<file path="src/rtl/mul8_seq_ctrl_pkg.sv">
// mul8_seq_ctrl_pkg: shared widths and state encodings for the sequential multiplier
package mul8_seq_ctrl_pkg;
  localparam int OP_W = 8;
  localparam int PROD_W = 2 * OP_W;
  localparam logic [1:0] S_IDLE = 2'd0;
  localparam logic [1:0] S_RUN = 2'd1;
  localparam logic [1:0] S_DONE = 2'd2;
  localparam logic [2:0] LAST_ITER = 3'd7;
endpackage

</file>
<file path="src/rtl/mul8_seq_ctrl_if.sv">
// mul8_seq_ctrl_if: start/busy/done handshake and operand/product bus
interface mul8_seq_ctrl_if;
  import mul8_seq_ctrl_pkg::*;
  logic start;
  logic [OP_W-1:0] a;
  logic [OP_W-1:0] b;
  logic busy;
  logic done;
  logic [PROD_W-1:0] product;
  modport master (output start, a, b, input busy, done, product);
  modport slave (input start, a, b, output busy, done, product);
endinterface

</file>
<file path="src/rtl/mul8_seq_ctrl_add8.sv">
// add8: 8-bit combinational ripple-carry adder; overflow is the unsigned carry-out
module add8 (
  input  logic [7:0] a,
  input  logic [7:0] b,
  input  logic       c0,
  output logic [7:0] sum,
  output logic       overflow
);
  logic [8:0] c;
  assign c[0] = c0;
  for (genvar i = 0; i < 8; i++) begin : g_fa
    assign sum[i] = a[i] ^ b[i] ^ c[i];
    assign c[i+1] = (a[i] & b[i]) | (c[i] & (a[i] ^ b[i]));
  end
  assign overflow = c[8];
endmodule

</file>
<file path="src/rtl/mul8_seq_ctrl.sv">
// mul8_seq_ctrl: 8x8 unsigned shift-and-add multiplier sequencing one add8 over 8 cycles
module mul8_seq_ctrl
  import mul8_seq_ctrl_pkg::*;
#(
  parameter int WIDTH = 8
) (
  input logic clk,
  input logic reset,
  mul8_seq_ctrl_if.slave bus
);
  if (WIDTH != OP_W) begin : g_bad_width
    $error("mul8_seq_ctrl: WIDTH must be 8");
  end
  logic [1:0] state;
  logic [2:0] cnt;
  logic [OP_W-1:0] a_r;
  logic [PROD_W-1:0] p;
  logic [PROD_W-1:0] p_nxt;
  logic [PROD_W-1:0] product;
  logic [OP_W-1:0] sum;
  logic co;
  logic ready;
  assign ready = (state == S_IDLE) || (state == S_DONE);
  add8 u_add8 (
    .a        (p[15:8]),
    .b        (p[0] ? a_r : 8'h00),
    .c0       (1'b0),
    .sum      (sum),
    .overflow (co)
  );
  // keeping the carry as bit 15 means the upper half can never overflow
  assign p_nxt = {co, sum, p[7:1]};
  always_ff @(posedge clk) begin
    if (reset) begin
      state <= S_IDLE;
      cnt <= '0;
      a_r <= '0;
      p <= '0;
      product <= '0;
    end else if (ready && bus.start) begin
      a_r <= bus.a;
      p <= {8'h00, bus.b};
      cnt <= '0;
      state <= S_RUN;
    end else if (state == S_RUN) begin
      p <= p_nxt;
      cnt <= cnt + 3'd1;
      if (cnt == LAST_ITER) begin
        state <= S_DONE;
        product <= p_nxt;
      end
    end else begin
      state <= S_IDLE;
    end
  end
  assign bus.busy = (state == S_RUN);
  assign bus.done = (state == S_DONE);
  assign bus.product = product;
endmodule

</file>
<file path="src/flat_wrapper.sv">
// flat-port wrapper written by rule: the top's interface ports become plain ports
module mul8_seq_ctrl_flat import mul8_seq_ctrl_pkg::*;
#(
  parameter int WIDTH = 8
)
  (clk, reset, bus_start, bus_a, bus_b, bus_busy, bus_done, bus_product);
  mul8_seq_ctrl_if bus_i ();
  input logic clk;
  input logic reset;
  input wire logic [$bits(bus_i.start)-1:0] bus_start;
  input wire logic [$bits(bus_i.a)-1:0] bus_a;
  input wire logic [$bits(bus_i.b)-1:0] bus_b;
  output wire logic [$bits(bus_i.busy)-1:0] bus_busy;
  output wire logic [$bits(bus_i.done)-1:0] bus_done;
  output wire logic [$bits(bus_i.product)-1:0] bus_product;
  assign bus_i.start = bus_start;
  assign bus_i.a = bus_a;
  assign bus_i.b = bus_b;
  assign bus_busy = bus_i.busy;
  assign bus_done = bus_i.done;
  assign bus_product = bus_i.product;
  mul8_seq_ctrl #(.WIDTH(WIDTH)) u_core (.clk(clk), .reset(reset), .bus(bus_i));
endmodule
</file>
<file path="config.mk">
export PLATFORM = sky130hd
export DESIGN_NAME = mul8_seq_ctrl_flat
export DESIGN_NICKNAME = d
export VERILOG_FILES = /design/src/rtl/mul8_seq_ctrl_pkg.sv /design/src/rtl/mul8_seq_ctrl_if.sv /design/src/rtl/mul8_seq_ctrl_add8.sv /design/src/rtl/mul8_seq_ctrl.sv /design/src/flat_wrapper.sv
export SDC_FILE = /design/constraint.sdc
export NUM_CORES = 1
export LEC_CHECK = 0
export CORE_ASPECT_RATIO = 0.9
export CORE_UTILIZATION = 40
export DETAILED_ROUTE_END_ITERATION = 10
export SLEW_MARGIN = 10
export SYNTH_ARGS = -nofsm -noshare
export SYNTH_HDL_FRONTEND = slang
export SYNTH_SLANG_ARGS = --single-unit
</file>
<file path="constraint.sdc">
create_clock -name clk -period 4.5 [get_ports clk]
set_input_delay 0.9 -clock clk [delete_from_list [all_inputs] [get_ports clk]]
set_output_delay 0.9 -clock clk [all_outputs]
set_load 0.03 [all_outputs]
</file>
==> impl_metrics.py, run 1 <==
metrics = {
    "yosys": {
        "ys_types": 28,
        "syn-cell-area_sq_um": 1940,
        "synth_flop_cell": "dfxtp_1",
        "synth_warnings": 0,
        "synth_area_leaders": "dfxtp_1 46%, nand2_1 11%, a21oi_1 7.2%, fa_1 7.2%, nor3_1 4.1%",
        "ys_seq_elements": 45,
        "postSynthCellCount": 217,
        "yosys.cell_count.top_type": "nand2_1",
        "syn_nets": 246,
        "synthDominantAreaCellType": "dfxtp_1",
        "synth_top_cell_area_share": 0.465,
        "synth-edff-count": 0,
        "async_s_r_ff_share_synth": 0,
        "synth.yosys.seq_area_share": 0.465,
        "avgSynthCellArea_sq_um": 8.94,
        "synth.cells.most_frequent": "58 x nand2_1, 45 x dfxtp_1, 28 x a21oi_1",
    },
    "place": {
        "gpl.final_weighted_congestion": 0.731,
        "post-place-cells": 300,
        "post-dp-hpwl_mm": 2.66,
        "io_buffer_count": 36,
    },
    "critical_path": {
        "launching_element_type_of_the_critical_path": "flip-flop",
        "crit_path_max_fanout": 9,
        "worst_setup_path_end_kind": "flip-flop",
        "cp.arrival_ps": 3890,
        "critical_setup_path_kind": "reg2reg",
        "reg2reg_slack_ps": 820,
        "required_ps": 4710,
    },
    "final_layout": {
        "layout.nets": 274,
        "flow.area_growth_from_synthesis_pct": 20.3,
        "fill_cells": 491,
        "share_of_post_route_cells_with_drive_strength_above_1": 0.0531,
        "final_cells": 307,
        "antenna_cells_inserted": 0,
        "final_core_utilization": 0.513,
    },
    "power": {
        "power.density_nw_per_um2": 323,
        "leakage_power_summed_over_all_cells_nw": 0.830,
        "irDropWorstVdd_v": 0.000137,
    },
    "clock_network": {
        "cts_tree": "yes",
        "cts_made_buffers": 5,
        "clkTransAtPathRegs_ps": 80,
        "clock_tree.buffer_depth": 2,
        "cts.repair.resized": 0,
        "postCtsSetupBuffers": 0,
        "clock_network_latency_to_the_later_pin_of_the_worst_skew_pair_ps": 290,
        "clk_root_buffer_cell": "clkbuf_8",
        "hold_buffers": 0,
        "cts.htree.levels": 2,
        "cts_num_sinks": 45,
    },
    "timing": {
        "worstMarginPinSlew_ps": 1120,
        "setup_repair_after_global_routing_missed_its_margin": "no",
        "fin_worst_hold_slack_ps": 455,
        "timing_max_transition_violations_final": 0,
        "setup_violations": 0,
        "period_minus_slack_ps": 3680,
        "fin_worst_skew_ps": 5.84,
        "slew-limit-headroom": 0.250,
        "fin_setup_tns_ps": 0,
        "final-hold-violation-count": 0,
        "min_period_over_period": 0.817,
        "max_clock_freq_ghz": 0.272,
    },
    "detailed_routing": {
        "drt_iter0_drc": 84,
        "vias": 1468,
        "drt-pass1-iter-count": 4,
        "final_antenna_net_count": 0,
        "finalWirelength_mm": 3.83,
        "count_of_unresolved_drc_violations_after_routing": 0,
        "detail_route.wl_per_cell_um": 12.5,
        "viasPerCell": 4.78,
    },
    "floorplanning": {
        "chipWidth_um": 75.4,
        "fp.dieArea_sq_um": 5130,
        "floorplan.core_area_sq_um": 4550,
        "floorplan.initialDensity": 0.427,
        "core.rowCount": 23,
        "top_level_ports": 37,
        "die-height_um": 68.1,
    },
    "hold_path": {
        "hold_class": "reg2reg",
    },
    "flow_run": {
        "cap_viol_max_count": 0,
    },
    "global_routing": {
        "global_route.usage.total": 0.169,
        "grt_first_pass_wirelength_mm": 6.39,
        "grt_max_degree": 24,
        "antenna_found_initial": 0,
        "first_global_vias": 1350,
        "grt_remaining_overflow": 0,
    },
    "outcome": {
        "status": "completed",
    },
}
-- registers in the layout, indices dropped and copies added, names as in the netlist --
signal,count
u_core.a_r,8
u_core.cnt,3
u_core.state,2
u_core.p,16
u_core.bus.product,16
-- worst paths after layout --
path / cells after the start / endpoint / startpoint
worst max-delay path: 13 / u_core.bus.product[14] / u_core.p[0]
worst min-delay path: 2 / u_core.a_r[6] / u_core.a_r[6]
worst max register to register: 13 / u_core.bus.product[14] / u_core.p[0]
worst min register to register: 2 / u_core.a_r[6] / u_core.a_r[6]
-- final cells by class --
class / instances / area [sq um] / share of cell area
flip-flops and latches: 45 / 901 / 0.386
inverters: 6 / 27.5 / 0.0118
well taps: 62 / 77.6 / 0.0333
clock buffers: 7 / 86.3 / 0.0370
multi-input cells: 150 / 872 / 0.374
repair buffers: 37 / 368 / 0.158
-- cells by family after synthesis --
group	count (synthesis)	share of synthesized area
flip-flops	45	0.465
buffers and inverters	22	0.0858
adder cells (fa/ha/maj)	10	0.0916
AND/OR/NAND/NOR	96	0.220
AO/OA/AOI/OAI	43	0.134
XOR/XNOR	1	0.00452
-- layer usage --
layer,track usage,wire [um]
met1,0.243,2030
met2,0.250,1600
met3,0.0398,163
met4,0.0556,46
met5,0,0
-- power by group --
part	internal (mW)	total (mW)	switching (mW)	leakage [nW]
combinational	0.0371	0.0818	0.0447	0.419
clock	0.122	0.247	0.125	0.0443
sequential	0.413	0.425	0.0118	0.366
total	0.572	0.754	0.181	0.830
-- cell usage in the layout (no fill, tap or decap) --
cell              n
a211oi_1          4
a211oi_2          2
a21oi_1          28
and2_1            6
and2b_2           1
and3b_1           1
buf_4             1
clkbuf_1          1
clkbuf_8          6
clkdlybuf4s50_1  36
dfxtp_1          45
fa_1              7
ha_1              3
inv_1             5
inv_6             1
nand2_1          58
nand2b_1          2
nand2b_4          1
nand3b_1          1
nor2_1            9
nor2b_1           1
nor3_1           16
o21a_1            1
o22ai_1           7
o22ai_2           1
xnor2_1           1
-- metrics by stage --
stage	power (mW)	area (sq um)	setup WS (ps)
CTS	0.761	2330	808
finish	0.754	2330	824
global placement	0.516	2250	859
detailed placement	0.516	2250	824
global route	0.791	2330	566
floorplan	0.497	1940	955
-- critical path, stage by stage, from the launching register on --
cell	delay, ps
dfxtp_1	370
and2_1	180
ha_1	180
inv_1	60
fa_1	150
inv_1	50
fa_1	370
fa_1	390
fa_1	380
fa_1	380
fa_1	380
inv_1	70
fa_1	430
a211oi_1	200
(Power assumes the default switching activity.)
==> inputs of run 2 (changes only) <==
--- a/config.mk
+++ b/config.mk
@@ -8,6 +8,7 @@
 export CORE_ASPECT_RATIO = 0.9
 export CORE_UTILIZATION = 40
 export DETAILED_ROUTE_END_ITERATION = 10
+export PLACE_DENSITY = 0.67
 export SLEW_MARGIN = 10
 export SYNTH_ARGS = -nofsm -noshare
 export SYNTH_HDL_FRONTEND = slang
==> constraint.sdc (replaced) <==
create_clock -name clk -period 3.2 [get_ports clk]
set_input_delay 0.64 -clock clk [delete_from_list [all_inputs] [get_ports clk]]
set_output_delay 0.64 -clock clk [all_outputs]
set_load 0.03 [all_outputs]
==> run 2 against run 1 <==
The run now ends with negative setup slack left; critical path type unchanged; sequential power rose by 40%; sequential cell count did not move; first-iteration DRC count fell by 2.4%; fmax rose by 8.6%.
==> impl_metrics.py, run 2 (synthesis results as in run 1) <==
metrics = {
    "floorplanning": {
        "fp.dieArea_sq_um": 5130,
        "die-height_um": 68.1,
        "floorplan.initialDensity": 0.427,
        "floorplan.core_area_sq_um": 4550,
        "top_level_ports": 37,
        "core.rowCount": 23,
        "chipWidth_um": 75.4,
    },
    "final_layout": {
        "flow.area_growth_from_synthesis_pct": 26.2,
        "commonest_non_fill_non_tap_cell_in_the_layout": "nand2_1",
        "layout.nets": 280,
        "largestRegisters": "u_core.bus.product (16), u_core.p (16), u_core.a_r (8)",
        "share_of_post_route_cells_with_drive_strength_above_1": 0.135,
        "fin_area_sq_um": 2450,
        "antenna_cells_inserted": 0,
        "fill_cells": 458,
        "final_core_utilization": 0.538,
        "final_cells": 314,
        "multiInputGateArea_sq_um": 911,
        "final_cell_mix": "58 x nand2_1, 44 x dfxtp_1, 36 x clkdlybuf4s50_1",
        "regArea_sq_um": 902,
    },
    "global_routing": {
        "grt_remaining_overflow": 0,
        "grt_first_pass_wirelength_mm": 6.67,
        "first_global_vias": 1418,
        "global_route.usage.total": 0.181,
        "grt_max_degree": 23,
        "antenna_found_initial": 0,
    },
    "timing": {
        "fin_worst_hold_slack_ps": 454,
        "timing_max_transition_violations_final": 0,
        "setup_violations": 2,
        "fin_setup_tns_ps": -346,
        "final-hold-violation-count": 0,
        "postLayoutSetupSlackWorst_ps": -184,
        "slew-limit-headroom": 0.510,
        "max_clock_freq_ghz": 0.295,
        "setup_repair_after_global_routing_missed_its_margin": "yes",
        "min_period_over_period": 1.06,
        "fin_worst_skew_ps": 8.30,
        "worstMarginPinSlew_ps": 735,
        "period_minus_slack_ps": 3380,
    },
    "critical_path": {
        "cp.arrival_ps": 3600,
        "required_ps": 3420,
        "crit_path_max_fanout": 2,
        "critical_setup_path_kind": "reg2reg",
        "regToRegStartpoint": "u_core.p[0]",
        "worst_setup_path_end_kind": "flip-flop",
        "crit_start": "u_core.p[0]",
        "launching_element_type_of_the_critical_path": "flip-flop",
    },
    "place": {
        "post-dp-hpwl_mm": 2.76,
        "gpl.final_weighted_congestion": 0.738,
        "pre_cts_worst_setup_slack_ps": -199,
        "io_buffer_count": 36,
        "post-place-cells": 306,
        "detailed_place.area_sq_um": 2320,
    },
    "detailed_routing": {
        "count_of_unresolved_drc_violations_after_routing": 0,
        "detail_route.wl_per_cell_um": 12.3,
        "final_antenna_net_count": 0,
        "finalWirelength_mm": 3.87,
        "viasPerCell": 4.87,
        "drt-pass1-iter-count": 4,
        "vias": 1530,
        "drt_iter0_drc": 82,
    },
    "clock_network": {
        "cts_num_sinks": 45,
        "clkTransAtPathRegs_ps": 80,
        "cts.htree.levels": 2,
        "clock_tree.buffer_depth": 2,
        "postCtsSetupBuffers": 0,
        "clk_root_buffer_cell": "clkbuf_8",
        "cts_made_buffers": 5,
        "cts_tree": "yes",
        "hold_buffers": 0,
        "clock_network_latency_to_the_later_pin_of_the_worst_skew_pair_ps": 300,
    },
    "power": {
        "pwr-share-comb": 0.110,
        "power.switching_uw": 265,
        "irDropWorstVdd_v": 0.000357,
        "finalPower_mw": 1.16,
        "swShare": 0.228,
        "leakage_power_summed_over_all_cells_nw": 0.860,
        "clock_power_share": 0.377,
        "power.sequential.fraction": 0.513,
        "power.density_nw_per_um2": 475,
        "p_int_uw": 897,
    },
    "hold_path": {
        "worstHoldStart": "u_core.bus.product[5]",
        "hold_class": "reg2reg",
    },
    "flow_run": {
        "cap_viol_max_count": 0,
    },
    "outcome": {
        "violated_checks": "negative setup slack",
        "status": "complete, but fails checks",
    },
}
## run 2: changes by cell type in the layout (fill, tap and decap cells not counted), sizes merged
cell and delta:
bufinv +1, buf +6
## run 2: area by class of cell
| cell class | instances | area share |
|---|---|---|
| Clock buffer | 7 | 0.0353 |
| Clock inverter | 1 | 0.0123 |
| Inverter | 6 | 0.0112 |
| Multi-Input combinational cell | 150 | 0.372 |
| Sequential cell | 45 | 0.369 |
| Tap cell | 62 | 0.0317 |
| Timing Repair Buffer | 43 | 0.169 |
## run 2: power by group through the flow
stage          Clock (mW)  Combinational (mW)  Sequential [mW]
2_1_floorplan           0              0.0944            0.607
3_3_place_gp            0               0.127            0.609
3_5_place_dp            0               0.128            0.609
4_1_cts             0.446               0.129            0.596
5_1_grt             0.470               0.144            0.599
6_report            0.438               0.128            0.596
## run 2: critical path, stage by stage, from the launching register on
cell and delay (ps):
dfxtp_2 320, and2_4 150, ha_4 150, inv_2 50, fa_2 190, inv_2 40
fa_2 330, fa_2 350, fa_2 350, fa_2 350, fa_2 340, inv_2 60
fa_1 420, a211oi_2 220
## run 2: what timing repair did
| action | 4_1_cts | 5_1_grt |
|---|---|---|
| endpoints found under the setup margin | 2 | 3 |
| gates resized for setup | 2 | 1 |
| pin swaps | 0 | 1 |
## run 2: worst paths after layout
kind                           end  slack (ps)  cells past startpoint
max reg2reg           u_core.p[14]        -180                     13
min          u_core.bus.product[5]         450                      2
min reg2reg  u_core.bus.product[5]         450                      2
max                   u_core.p[14]        -180                     13
## run 2: per-layer routing
layer	vias to the layer above	part of all wire	global-route usage
li1	784	-	-
met1	688	0.50	0.241
met2	51	0.42	0.279
met3	7	0.062	0.0442
met4	0	0.016	0.0764
met5	-	0	0
==> inputs of run 3 (changes only) <==
--- a/config.mk
+++ b/config.mk
@@ -9,6 +9,7 @@
 export CORE_UTILIZATION = 40
 export DETAILED_ROUTE_END_ITERATION = 10
 export PLACE_DENSITY = 0.67
+export RECOVER_POWER = 50
 export SLEW_MARGIN = 10
 export SYNTH_ARGS = -nofsm -noshare
 export SYNTH_HDL_FRONTEND = slang
==> run 3 against run 2 <==
Critical path depth unchanged; clock power about the same; the flow still finishes with violations (negative setup slack); non-clock buffer count unchanged; sequential power barely moved; critical path type unchanged; highest routed layer unchanged; routed wire length unchanged.
==> impl_metrics.py, run 3 (synthesis results as in run 1) <==
metrics = {
    "place": {
        "gpl.final_weighted_congestion": 0.738,
        "post-dp-hpwl_mm": 2.76,
        "io_buffer_count": 36,
    },
    "critical_path": {
        "crit_path_max_fanout": 2,
        "max_stage_delay_ps": 420,
        "cp.arrival_ps": 3600,
        "required_ps": 3420,
        "cp_cell_sequence": "and2_4 -> ha_4 -> inv_2 -> fa_2 -> inv_2 -> fa_2 -> fa_2 -> fa_2 -> fa_2 -> fa_2 -> inv_2 -> fa_1 -> a211oi_2",
        "critical_setup_path_kind": "reg2reg",
        "crit_path_frequent_cell": "fa_2",
        "crit_start": "u_core.p[0]",
        "regToRegStartpoint": "u_core.p[0]",
        "timing.critical_path.slowest_stage_cell": "fa_1",
        "worst_setup_path_end_kind": "flip-flop",
        "launching_element_type_of_the_critical_path": "flip-flop",
    },
    "floorplanning": {
        "floorplan.initialDensity": 0.427,
        "top_level_ports": 37,
        "die-height_um": 68.1,
        "floorplan.core_area_sq_um": 4550,
        "chipWidth_um": 75.4,
        "fp.dieArea_sq_um": 5130,
        "core.rowCount": 23,
    },
    "detailed_routing": {
        "detail_route.wl_per_cell_um": 12.3,
        "viasPerCell": 4.90,
        "count_of_unresolved_drc_violations_after_routing": 0,
        "drt-pass1-iter-count": 4,
        "vias": 1538,
        "final_antenna_net_count": 0,
        "drt_iter0_drc": 77,
        "finalWirelength_mm": 3.87,
    },
    "timing": {
        "setup_repair_after_global_routing_missed_its_margin": "yes",
        "period_minus_slack_ps": 3390,
        "final-hold-violation-count": 0,
        "timing_max_transition_violations_final": 0,
        "worstMarginPinSlew_ps": 748,
        "fin_worst_skew_ps": 8.43,
        "max_clock_freq_ghz": 0.295,
        "slew-limit-headroom": 0.501,
        "fin_worst_hold_slack_ps": 455,
        "min_period_over_period": 1.06,
        "postLayoutSetupSlackWorst_ps": -185,
        "setup_violations": 2,
    },
    "power": {
        "irDropWorstVdd_v": 0.000357,
        "p_int_uw": 896,
        "swShare": 0.229,
        "clock_power_share": 0.378,
        "pwr-share-comb": 0.109,
        "power.sequential.fraction": 0.513,
        "finalPower_mw": 1.16,
        "leakage_power_summed_over_all_cells_nw": 0.856,
        "power.switching_uw": 266,
        "power.density_nw_per_um2": 475,
    },
    "global_routing": {
        "antenna_found_initial": 0,
        "grt_remaining_overflow": 0,
        "global_route.usage.met3": 0.0442,
        "top_usage_layer": "met2",
        "grt_max_degree": 23,
        "grt.met1_usage": 0.241,
        "first_global_vias": 1418,
        "global_route.usage.total": 0.181,
        "grt_first_pass_wirelength_mm": 6.67,
        "met2_demand_to_capacity_share_in_global_routing": 0.279,
    },
    "flow_run": {
        "cap_viol_max_count": 0,
    },
    "clock_network": {
        "clk_root_buffer_cell": "clkbuf_8",
        "cts_num_sinks": 45,
        "clkTransAtPathRegs_ps": 80,
        "cts_made_buffers": 5,
        "cts.htree.levels": 2,
        "clock_network_latency_to_the_later_pin_of_the_worst_skew_pair_ps": 300,
        "cts_tree": "yes",
        "postCtsSetupBuffers": 0,
        "clock_tree.buffer_depth": 2,
    },
    "final_layout": {
        "layout.nets": 280,
        "final_cell_mix": "58 x nand2_1, 44 x dfxtp_1, 35 x clkdlybuf4s50_1",
        "antenna_cells_inserted": 0,
        "largestRegisters": "u_core.bus.product (16), u_core.p (16), u_core.a_r (8)",
        "commonest_non_fill_non_tap_cell_in_the_layout": "nand2_1",
        "flow.area_growth_from_synthesis_pct": 26.0,
        "share_of_post_route_cells_with_drive_strength_above_1": 0.131,
    },
    "outcome": {
        "violated_checks": "negative setup slack",
        "status": "complete, but fails checks",
    },
    "hold_path": {
        "hold_class": "reg2reg",
        "worstHoldStart": "u_core.bus.product[5]",
    },
}
## run 3: cell type report
cell class / count / area (sq um)
Inverter: 6 / 27.5
Sequential cell: 45 / 902
Tap cell: 62 / 77.6
Fill cell: 460 / 2100
Multi-Input combinational cell: 150 / 911
Clock inverter: 1 / 30.0
Clock buffer: 7 / 86.3
Timing Repair Buffer: 43 / 409
## run 3: repair_timing
item / in CTS / in global routing
resized for setup: 2 / 1
pin swaps: 0 / 1
setup endpoints to repair: 2 / 3
hold buffers: 0 / 0
## run 3: path summary, 6_finish.rpt
kind / endpoint / cells after the start / slack, ps
worst max-delay path: u_core.p[14] / 13 / -190
worst min-delay path: u_core.bus.product[5] / 2 / 450
worst min register to register: u_core.bus.product[5] / 2 / 450
worst max register to register: u_core.p[14] / 13 / -190
## run 3: critical path: cells and delay by family (launching register included)
family | cells | cell delay, ps
DFF | 1 | 320
AOI/OAI and AO/OA | 1 | 220
adders and majority gates | 8 | 2480
and+or+nand+nor | 1 | 150
buffers and inverters | 3 | 150
## run 3: stage by stage
step	cell area [sq um]	setup TNS (ps)	setup slack (ps)	std cells	util
finish	2440	-348	-185	314	0.537
global route	2440	-574	-285	314	0.537
detailed placement	2320	-378	-199	306	0.511
floorplan	1970	-218	-115	217	-
global placement	2320	-239	-124	306	0.511
CTS	2440	-401	-207	314	0.537
## run 3: per-layer routing
layer | vias up | part of all wire
met3 | 7 | 0.055
li1 | 783 | -
met1 | 698 | 0.50
met5 | - | 0
met4 | 0 | 0.016
met2 | 50 | 0.42
## run 3: power groups by stage
| stage | clock [mW] | sequential (mW) | combinational [mW] |
|---|---|---|---|
| 2_1_floorplan | 0 | 0.607 | 0.0944 |
| 3_5_place_dp | 0 | 0.609 | 0.128 |
| 4_1_cts | 0.446 | 0.596 | 0.129 |
| 3_3_place_gp | 0 | 0.609 | 0.127 |
| 6_report | 0.439 | 0.596 | 0.127 |
| 5_1_grt | 0.470 | 0.599 | 0.143 |
